`config.mk`:
```
export PLATFORM = sky130hd
export DESIGN_NAME = tx_trans_framer_flat
export DESIGN_NICKNAME = d
export VERILOG_FILES = /design/src/rtl/tx_trans_framer_if.sv /design/src/rtl/tx_trans_framer.sv /design/src/flat_wrapper.sv
export SDC_FILE = /design/constraint.sdc
export NUM_CORES = 1
export LEC_CHECK = 0
export CORE_UTILIZATION = 63
export CTS_CLUSTER_SIZE = 14
export DETAILED_ROUTE_END_ITERATION = 8
export PLACE_DENSITY = 0.79
export SLEW_MARGIN = 0
export SYNTH_ARGS = -nofsm -noshare
export SYNTH_HDL_FRONTEND = slang
export SYNTH_SLANG_ARGS = --single-unit
export TNS_END_PERCENT = 50
```
`constraint.sdc`:
```
create_clock -name clk -period 8.07 [get_ports clk]
set_input_delay 0.807 -clock clk [delete_from_list [all_inputs] [get_ports clk]]
set_output_delay 0.807 -clock clk [all_outputs]
set_load 0.05 [all_outputs]
```
`src/rtl/tx_trans_framer_if.sv`:
```
// Byte-stream output bus of the transmit framer (AXI-Stream style, no tkeep/tuser).
interface tx_trans_framer_if;
    logic [7:0] tdata;
    logic       tvalid;
    logic       tready;
    logic       tlast;

    modport master (output tdata, output tvalid, output tlast, input tready);
    modport slave  (input tdata, input tvalid, input tlast, output tready);
endinterface

```
`src/rtl/tx_trans_framer.sv`:
```
// Buffers TxMem 4-byte words and emits framed packets:
// A5 5A SEQ payload CRC-8(0x07) over SEQ+payload.
module tx_trans_framer #(
    parameter int unsigned WORDS_PER_PKT = 8,
    parameter int unsigned FIFO_DEPTH    = 16
) (
    input  logic              clk,
    input  logic              rstn,
    input  logic              TransValid,
    input  logic [7:0]        Trans0Data,
    input  logic [7:0]        Trans1Data,
    input  logic [7:0]        Trans2Data,
    input  logic [7:0]        Trans3Data,
    input  logic              ClrErr,
    tx_trans_framer_if.master m_axis,
    output logic              OvfErr,
    output logic [15:0]       PktCnt
);
    localparam int unsigned AW = (FIFO_DEPTH > 1) ? $clog2(FIFO_DEPTH) : 1;
    localparam int unsigned WW = (WORDS_PER_PKT > 1) ? $clog2(WORDS_PER_PKT) : 1;
    localparam logic [AW:0]   DEPTH_C   = (AW+1)'(FIFO_DEPTH);
    localparam logic [AW:0]   PKT_C     = (AW+1)'(WORDS_PER_PKT);
    localparam logic [WW-1:0] LAST_WORD = WW'(WORDS_PER_PKT - 1);

    typedef enum logic [2:0] {
        IDLE,
        SYNC0,
        SYNC1,
        SEQ,
        DATA,
        CRC
    } state_t;

    state_t        state, state_nx;
    logic [31:0]   mem [FIFO_DEPTH];
    logic [AW-1:0] wr_ptr, rd_ptr;
    logic [AW:0]   count;
    logic [1:0]    byte_idx;
    logic [WW-1:0] word_idx;
    logic [7:0]    seq, crc;
    logic [31:0]   head;
    logic [7:0]    head_byte;
    logic [7:0]    tdata;
    logic          tvalid, tlast;
    logic          hs, pop, wr_en, drop;

    function automatic logic [7:0] crc8_step(input logic [7:0] c, input logic [7:0] d);
        logic [7:0] r;
        r = c ^ d;
        for (int unsigned i = 0; i < 8; i++) begin
            r = r[7] ? ({r[6:0], 1'b0} ^ 8'h07) : {r[6:0], 1'b0};
        end
        return r;
    endfunction

    assign head  = mem[rd_ptr];
    assign hs    = tvalid & m_axis.tready;
    assign pop   = hs && (state == DATA) && (byte_idx == 2'd3);
    // A full FIFO still takes the word when the head is leaving this cycle.
    assign wr_en = TransValid && ((count < DEPTH_C) || pop);
    assign drop  = TransValid && !wr_en;

    always_comb begin
        head_byte = head[7:0];
        case (byte_idx)
            2'd0: head_byte = head[7:0];
            2'd1: head_byte = head[15:8];
            2'd2: head_byte = head[23:16];
            2'd3: head_byte = head[31:24];
            default: head_byte = head[7:0];
        endcase
    end

    always_ff @(posedge clk or negedge rstn) begin
        if (!rstn) begin
            state <= IDLE;
        end else begin
            state <= state_nx;
        end
    end

    always_comb begin
        state_nx = state;
        tvalid   = 1'b0;
        tdata    = '0;
        tlast    = 1'b0;
        case (state)
            IDLE: begin
                if (count >= PKT_C) state_nx = SYNC0;
            end
            SYNC0: begin
                tvalid = 1'b1;
                tdata  = 8'hA5;
                if (m_axis.tready) state_nx = SYNC1;
            end
            SYNC1: begin
                tvalid = 1'b1;
                tdata  = 8'h5A;
                if (m_axis.tready) state_nx = SEQ;
            end
            SEQ: begin
                tvalid = 1'b1;
                tdata  = seq;
                if (m_axis.tready) state_nx = DATA;
            end
            DATA: begin
                tvalid = 1'b1;
                tdata  = head_byte;
                if (m_axis.tready && (byte_idx == 2'd3) && (word_idx == LAST_WORD)) state_nx = CRC;
            end
            CRC: begin
                tvalid = 1'b1;
                tdata  = crc;
                tlast  = 1'b1;
                if (m_axis.tready) state_nx = IDLE;
            end
            default: state_nx = IDLE;
        endcase
    end

    assign m_axis.tdata  = tdata;
    assign m_axis.tvalid = tvalid;
    assign m_axis.tlast  = tlast;

    always_ff @(posedge clk) begin
        if (wr_en) mem[wr_ptr] <= {Trans3Data, Trans2Data, Trans1Data, Trans0Data};
    end

    always_ff @(posedge clk or negedge rstn) begin
        if (!rstn) begin
            wr_ptr <= '0;
            rd_ptr <= '0;
            count  <= '0;
        end else begin
            if (wr_en) wr_ptr <= wr_ptr + 1'b1;
            if (pop)   rd_ptr <= rd_ptr + 1'b1;
            case ({wr_en, pop})
                2'b10:   count <= count + 1'b1;
                2'b01:   count <= count - 1'b1;
                default: count <= count;
            endcase
        end
    end

    always_ff @(posedge clk or negedge rstn) begin
        if (!rstn) begin
            byte_idx <= '0;
            word_idx <= '0;
            seq      <= '0;
            crc      <= '0;
            PktCnt   <= '0;
            OvfErr   <= 1'b0;
        end else begin
            if (hs && (state == DATA)) begin
                byte_idx <= byte_idx + 1'b1;
                if (byte_idx == 2'd3) begin
                    word_idx <= (word_idx == LAST_WORD) ? '0 : word_idx + 1'b1;
                end
            end
            if (state == SYNC1) begin
                crc <= '0;
            end else if (hs && ((state == SEQ) || (state == DATA))) begin
                crc <= crc8_step(crc, tdata);
            end
            if (hs && (state == CRC)) begin
                seq    <= seq + 1'b1;
                PktCnt <= PktCnt + 1'b1;
            end
            if (drop) begin
                OvfErr <= 1'b1;
            end else if (ClrErr) begin
                OvfErr <= 1'b0;
            end
        end
    end
endmodule

```
`src/flat_wrapper.sv`:
```
// flat-port wrapper written by rule: the top's interface ports become plain ports
module tx_trans_framer_flat 
#(
    parameter int unsigned WORDS_PER_PKT = 8,
    parameter int unsigned FIFO_DEPTH    = 16
)
  (clk, rstn, TransValid, Trans0Data, Trans1Data, Trans2Data, Trans3Data, ClrErr, OvfErr, PktCnt, m_axis_tdata, m_axis_tvalid, m_axis_tlast, m_axis_tready);
  tx_trans_framer_if m_axis_i ();
  input  logic clk;
  input  logic rstn;
  input  logic TransValid;
  input  logic [7:0] Trans0Data;
  input  logic [7:0] Trans1Data;
  input  logic [7:0] Trans2Data;
  input  logic [7:0] Trans3Data;
  input  logic ClrErr;
  output logic OvfErr;
  output logic [15:0] PktCnt;
  output wire logic [$bits(m_axis_i.tdata)-1:0] m_axis_tdata;
  output wire logic [$bits(m_axis_i.tvalid)-1:0] m_axis_tvalid;
  output wire logic [$bits(m_axis_i.tlast)-1:0] m_axis_tlast;
  input wire logic [$bits(m_axis_i.tready)-1:0] m_axis_tready;
  assign m_axis_tdata = m_axis_i.tdata;
  assign m_axis_tvalid = m_axis_i.tvalid;
  assign m_axis_tlast = m_axis_i.tlast;
  assign m_axis_i.tready = m_axis_tready;
  tx_trans_framer #(.WORDS_PER_PKT(WORDS_PER_PKT), .FIFO_DEPTH(FIFO_DEPTH)) u_core (.clk(clk), .rstn(rstn), .TransValid(TransValid), .Trans0Data(Trans0Data), .Trans1Data(Trans1Data), .Trans2Data(Trans2Data), .Trans3Data(Trans3Data), .ClrErr(ClrErr), .m_axis(m_axis_i), .OvfErr(OvfErr), .PktCnt(PktCnt));
endmodule
```
==> summary.md <==
| Metric | Value |
|---|---|
| Run status | `completed` |
| DP Area | `0.02421 mm^2` |
| Multi-input logic area | `0.005903 mm^2` |
| Number of synthesized register bits | `566` |
| Synth unique cells | `68` |
| Hold Vio Cnt, Final | `0` |
| Num CTS Buffers | `54` |
| Nature of the critical path endpoint | `output pin` |
| Initial drt markers | `1394` |
| Max Clock Freq | `0.1886 GHz` |
| Slew @ Worst Pin | `0.9731 ns` |
| WP data arrival | `4.50 ns` |
| Post-DRT Antenna Nets | `0` |
| Final instance area | `0.02589 mm^2` |
| Mean Syn Cell Area | `18.29 um^2` |
| CP bufs+invs | `2` |
| Lkg Pwr | `8.416 nW` |
| Async set-or-reset flop fraction in the synthesized netlist | `0.09541` |
| First-pass GRT wire length | `77400 um` |
| Mapped Nets | `1319` |
| Yosys warnings | `0` |
| Main flop type after synthesis | `edfxtp_1` |
| H-tree depth | `2` |
| Clk sink count | `566` |
| Die Wd | `193.6 um` |
| Slowest stage delay, CP | `0.77 ns` |
| Crit-path cells | `buf_4 -> mux4_1 -> a22o_1 -> a211oi_1 -> o221ai_1 -> a31o_2 -> clkdlybuf4s50_1` |
| HP Class | `in2async` |
| Area delta synth->final | `11.95%` |
| Worst Path Max Fanout | `54` |
| RSZ-0062 raised after global routing | `no` |
| Critical path class | `reg2out` |
| Post-Syn Instances | `1264` |
| Number of fill cells | `2067` |
| Fin crit period | `5.303 ns` |
| Largest net degree at the start of global routing | `59` |
| Share of cells above drive strength 1 | `0.1497` |
| Startpoint class of the critical path | `flop` |
| Vias | `12460` |
| Post-synth EDFFs | `512` |
| Total die area | `0.03748 mm^2` |
| CP top delay family | `buffers and inverters` |
| Core Area | `0.03583 mm^2` |
| Post-CTS Repair Setup Buffers | `0` |
| Chip Height | `193.6 um` |
| DR WL/cell | `28.51 um` |
| Cts repair resizes | `0` |
| Root Driver | `clkbuf_16` |
| Detailed Route WL | `53030 um` |
| Row count | `69` |
| Max Slew Vio Count | `0` |
| Num ports | `64` |
| Clk slew on worst S/H paths | `0.06 ns` |
| Final setup vio count | `0` |
| Worst slew margin | `0.3499` |
| # nets final | `1409` |
| Initial antenna violation count | `3` |
| Via/cell ratio | `6.696` |
| Vias in the first global route | `12300` |
| CTS tree | `done` |
| R2r endpoint | `u_core.crc[1]` |
| Hold_buf cts | `0` |
| Final period util | `0.6571` |
| Flop2flop setup slack | `3.87 ns` |
| CTS max path bufs | `3` |
| Reg-to-reg critical path startpoint | `u_core.rd_ptr[1]` |
| Post-DP HPWL | `28960 um` |
| Skew final | `0.02703 ns` |
| Drt drc | `0` |
| Largest area contributor in the netlist | `edfxtp_1` |
| Synth top area share | `0.6649` |
| Crit path max-delay cell type | `buf_4` |
| Drt first pass iters | `5` |
| RePlAce Congestion | `0.8619` |
| R2r worst-path depth | `8` |
| Fin Setup TNS | `0 ns` |
| GRT Total Usage | `0.2861` |
| Max-cap viol count | `0` |
| Cell with the most instances after synthesis | `edfxtp_1` |
| Register area | `0.01673 mm^2` |
| Worst EP required | `7.26 ns` |
| Pwr Density | `312.3 mW/mm^2` |
| Grt total ovfl | `0` |
| Area of the mapped netlist | `0.02312 mm^2` |
| Maximum VDD drop | `0.2010 mV` |
| Synth area leaders | `edfxtp_1 66%, dfrtp_1 5.8%, mux4_2 5.8%` |
| Port buffer count | `63` |
| Most frequent cells after synthesis | `512 x edfxtp_1, 107 x mux2i_1, 60 x mux4_2` |
| Worst-Skew Late Latency | `0.60 ns` |
| Post-synthesis sequential area ratio | `0.7233` |
| Initial Util | `0.6454` |
## power breakdown
group / total (W) / internal [W] / switching, W
combinational: 0.00204 / 0.000797 / 0.00124
clock: 0.00240 / 0.00136 / 0.00104
sequential: 0.00364 / 0.00348 / 0.000162
total: 0.00808 / 0.00564 / 0.00245
## through the flow
stage / util / std cells / setup WS, ns / total power (W) / hold slack [ns]
2_1_floorplan: - / 1264 / 3.495 / 0.005127 / 0.4498
3_3_place_gp: 0.6757 / 1759 / 3.494 / 0.005660 / 0.4576
3_5_place_dp: 0.6757 / 1759 / 3.455 / 0.005708 / 0.4574
4_1_cts: 0.7223 / 1857 / 2.760 / 0.008090 / 0.3695
5_1_grt: 0.7225 / 1859 / 2.582 / 0.008342 / 0.4188
6_report: 0.7225 / 1860 / 2.767 / 0.008084 / 0.3549
## flip-flops by register name, indices dropped and copies added, names as in the netlist
signal / count
u_core.wr_ptr: 4
u_core.byte_idx: 2
u_core.PktCnt: 16
u_core.seq: 8
u_core.rd_ptr: 4
u_core.word_idx: 3
u_core.OvfErr: 1
u_core.count: 5
u_core.mem: 512
u_core.crc: 8
u_core.state: 3
## worst max-delay path by stage
| stage | to | cells past startpoint | slack (ns) | from |
|---|---|---|---|---|
| 2_1_floorplan | u_core.mem[3][0] | 7 | 3.50 | u_core.state[2] |
| 3_3_place_gp | m_axis_tdata[6] | 6 | 3.49 | u_core.rd_ptr[1] |
| 3_5_place_dp | m_axis_tdata[4] | 7 | 3.45 | u_core.rd_ptr[0] |
| 4_1_cts | m_axis_tdata[4] | 7 | 2.76 | u_core.rd_ptr[0] |
| 5_1_grt | m_axis_tdata[4] | 7 | 2.58 | u_core.rd_ptr[0] |
| 6_report | m_axis_tdata[4] | 7 | 2.77 | u_core.rd_ptr[0] |
## per-layer routing
| metal | vias to the layer above | global-route usage | part of all wire |
|---|---|---|---|
| met2 | 787 | 0.4553 | 0.48 |
| met1 | 6313 | 0.3976 | 0.39 |
| met3 | 150 | 0.04759 | 0.091 |
| li1 | 5205 | - | - |
| met5 | - | 0 | 0 |
| met4 | 0 | 0.1244 | 0.036 |
## area by class of cell
type,count,share of cell area
Sequential cell,566,0.6464
Clock inverter,28,0.007008
Antenna cell,3,0.0002900
Multi-Input combinational cell,608,0.2280
Timing Repair Buffer,97,0.03451
Tap cell,461,0.02228
Inverter,27,0.003915
Clock buffer,70,0.05752
## kinds of logic (layout without fill, tap and decap cells)
kind of cell | Yosys count | count (layout) | synth area share
and+or+nand+nor | 201 | 201 | 0.04302
xor gates and xnor gates | 56 | 56 | 0.02332
muxes | 194 | 194 | 0.1315
DFF | 566 | 566 | 0.7233
AOI/OAI and AO/OA | 139 | 139 | 0.04237
buffers and inverters | 90 | 222 | 0.02640
other | 0 | 3 | 0
adders and majority gates | 18 | 18 | 0.01006
## cell usage in the layout, fill, tap and decap left out, types with 6 or more instances in the layout
cell type        instances
nor3_1                   6
nand4_1                 11
mux2_2                   6
nor2_1                  19
mux4_2                  60
buf_4                   33
ha_1                    17
clkinv_2                13
clkdlybuf4s50_1         62
a22o_1                   6
o21ai_0                 17
xnor2_1                 41
inv_1                   26
mux2i_1                107
nand2b_1                10
nand3_1                 38
a22oi_1                 43
clkinv_1                12
nor2b_1                 13
clkbuf_16               57
dfrtp_1                 51
edfxtp_1               512
and2_1                   7
and3_1                   6
xor2_1                  11
nand2_1                 56
clkbuf_1                11
mux4_1                  21
a21oi_1                 28
nor2_4                  12
No activity file was read; power rests on OpenSTA's default activity.
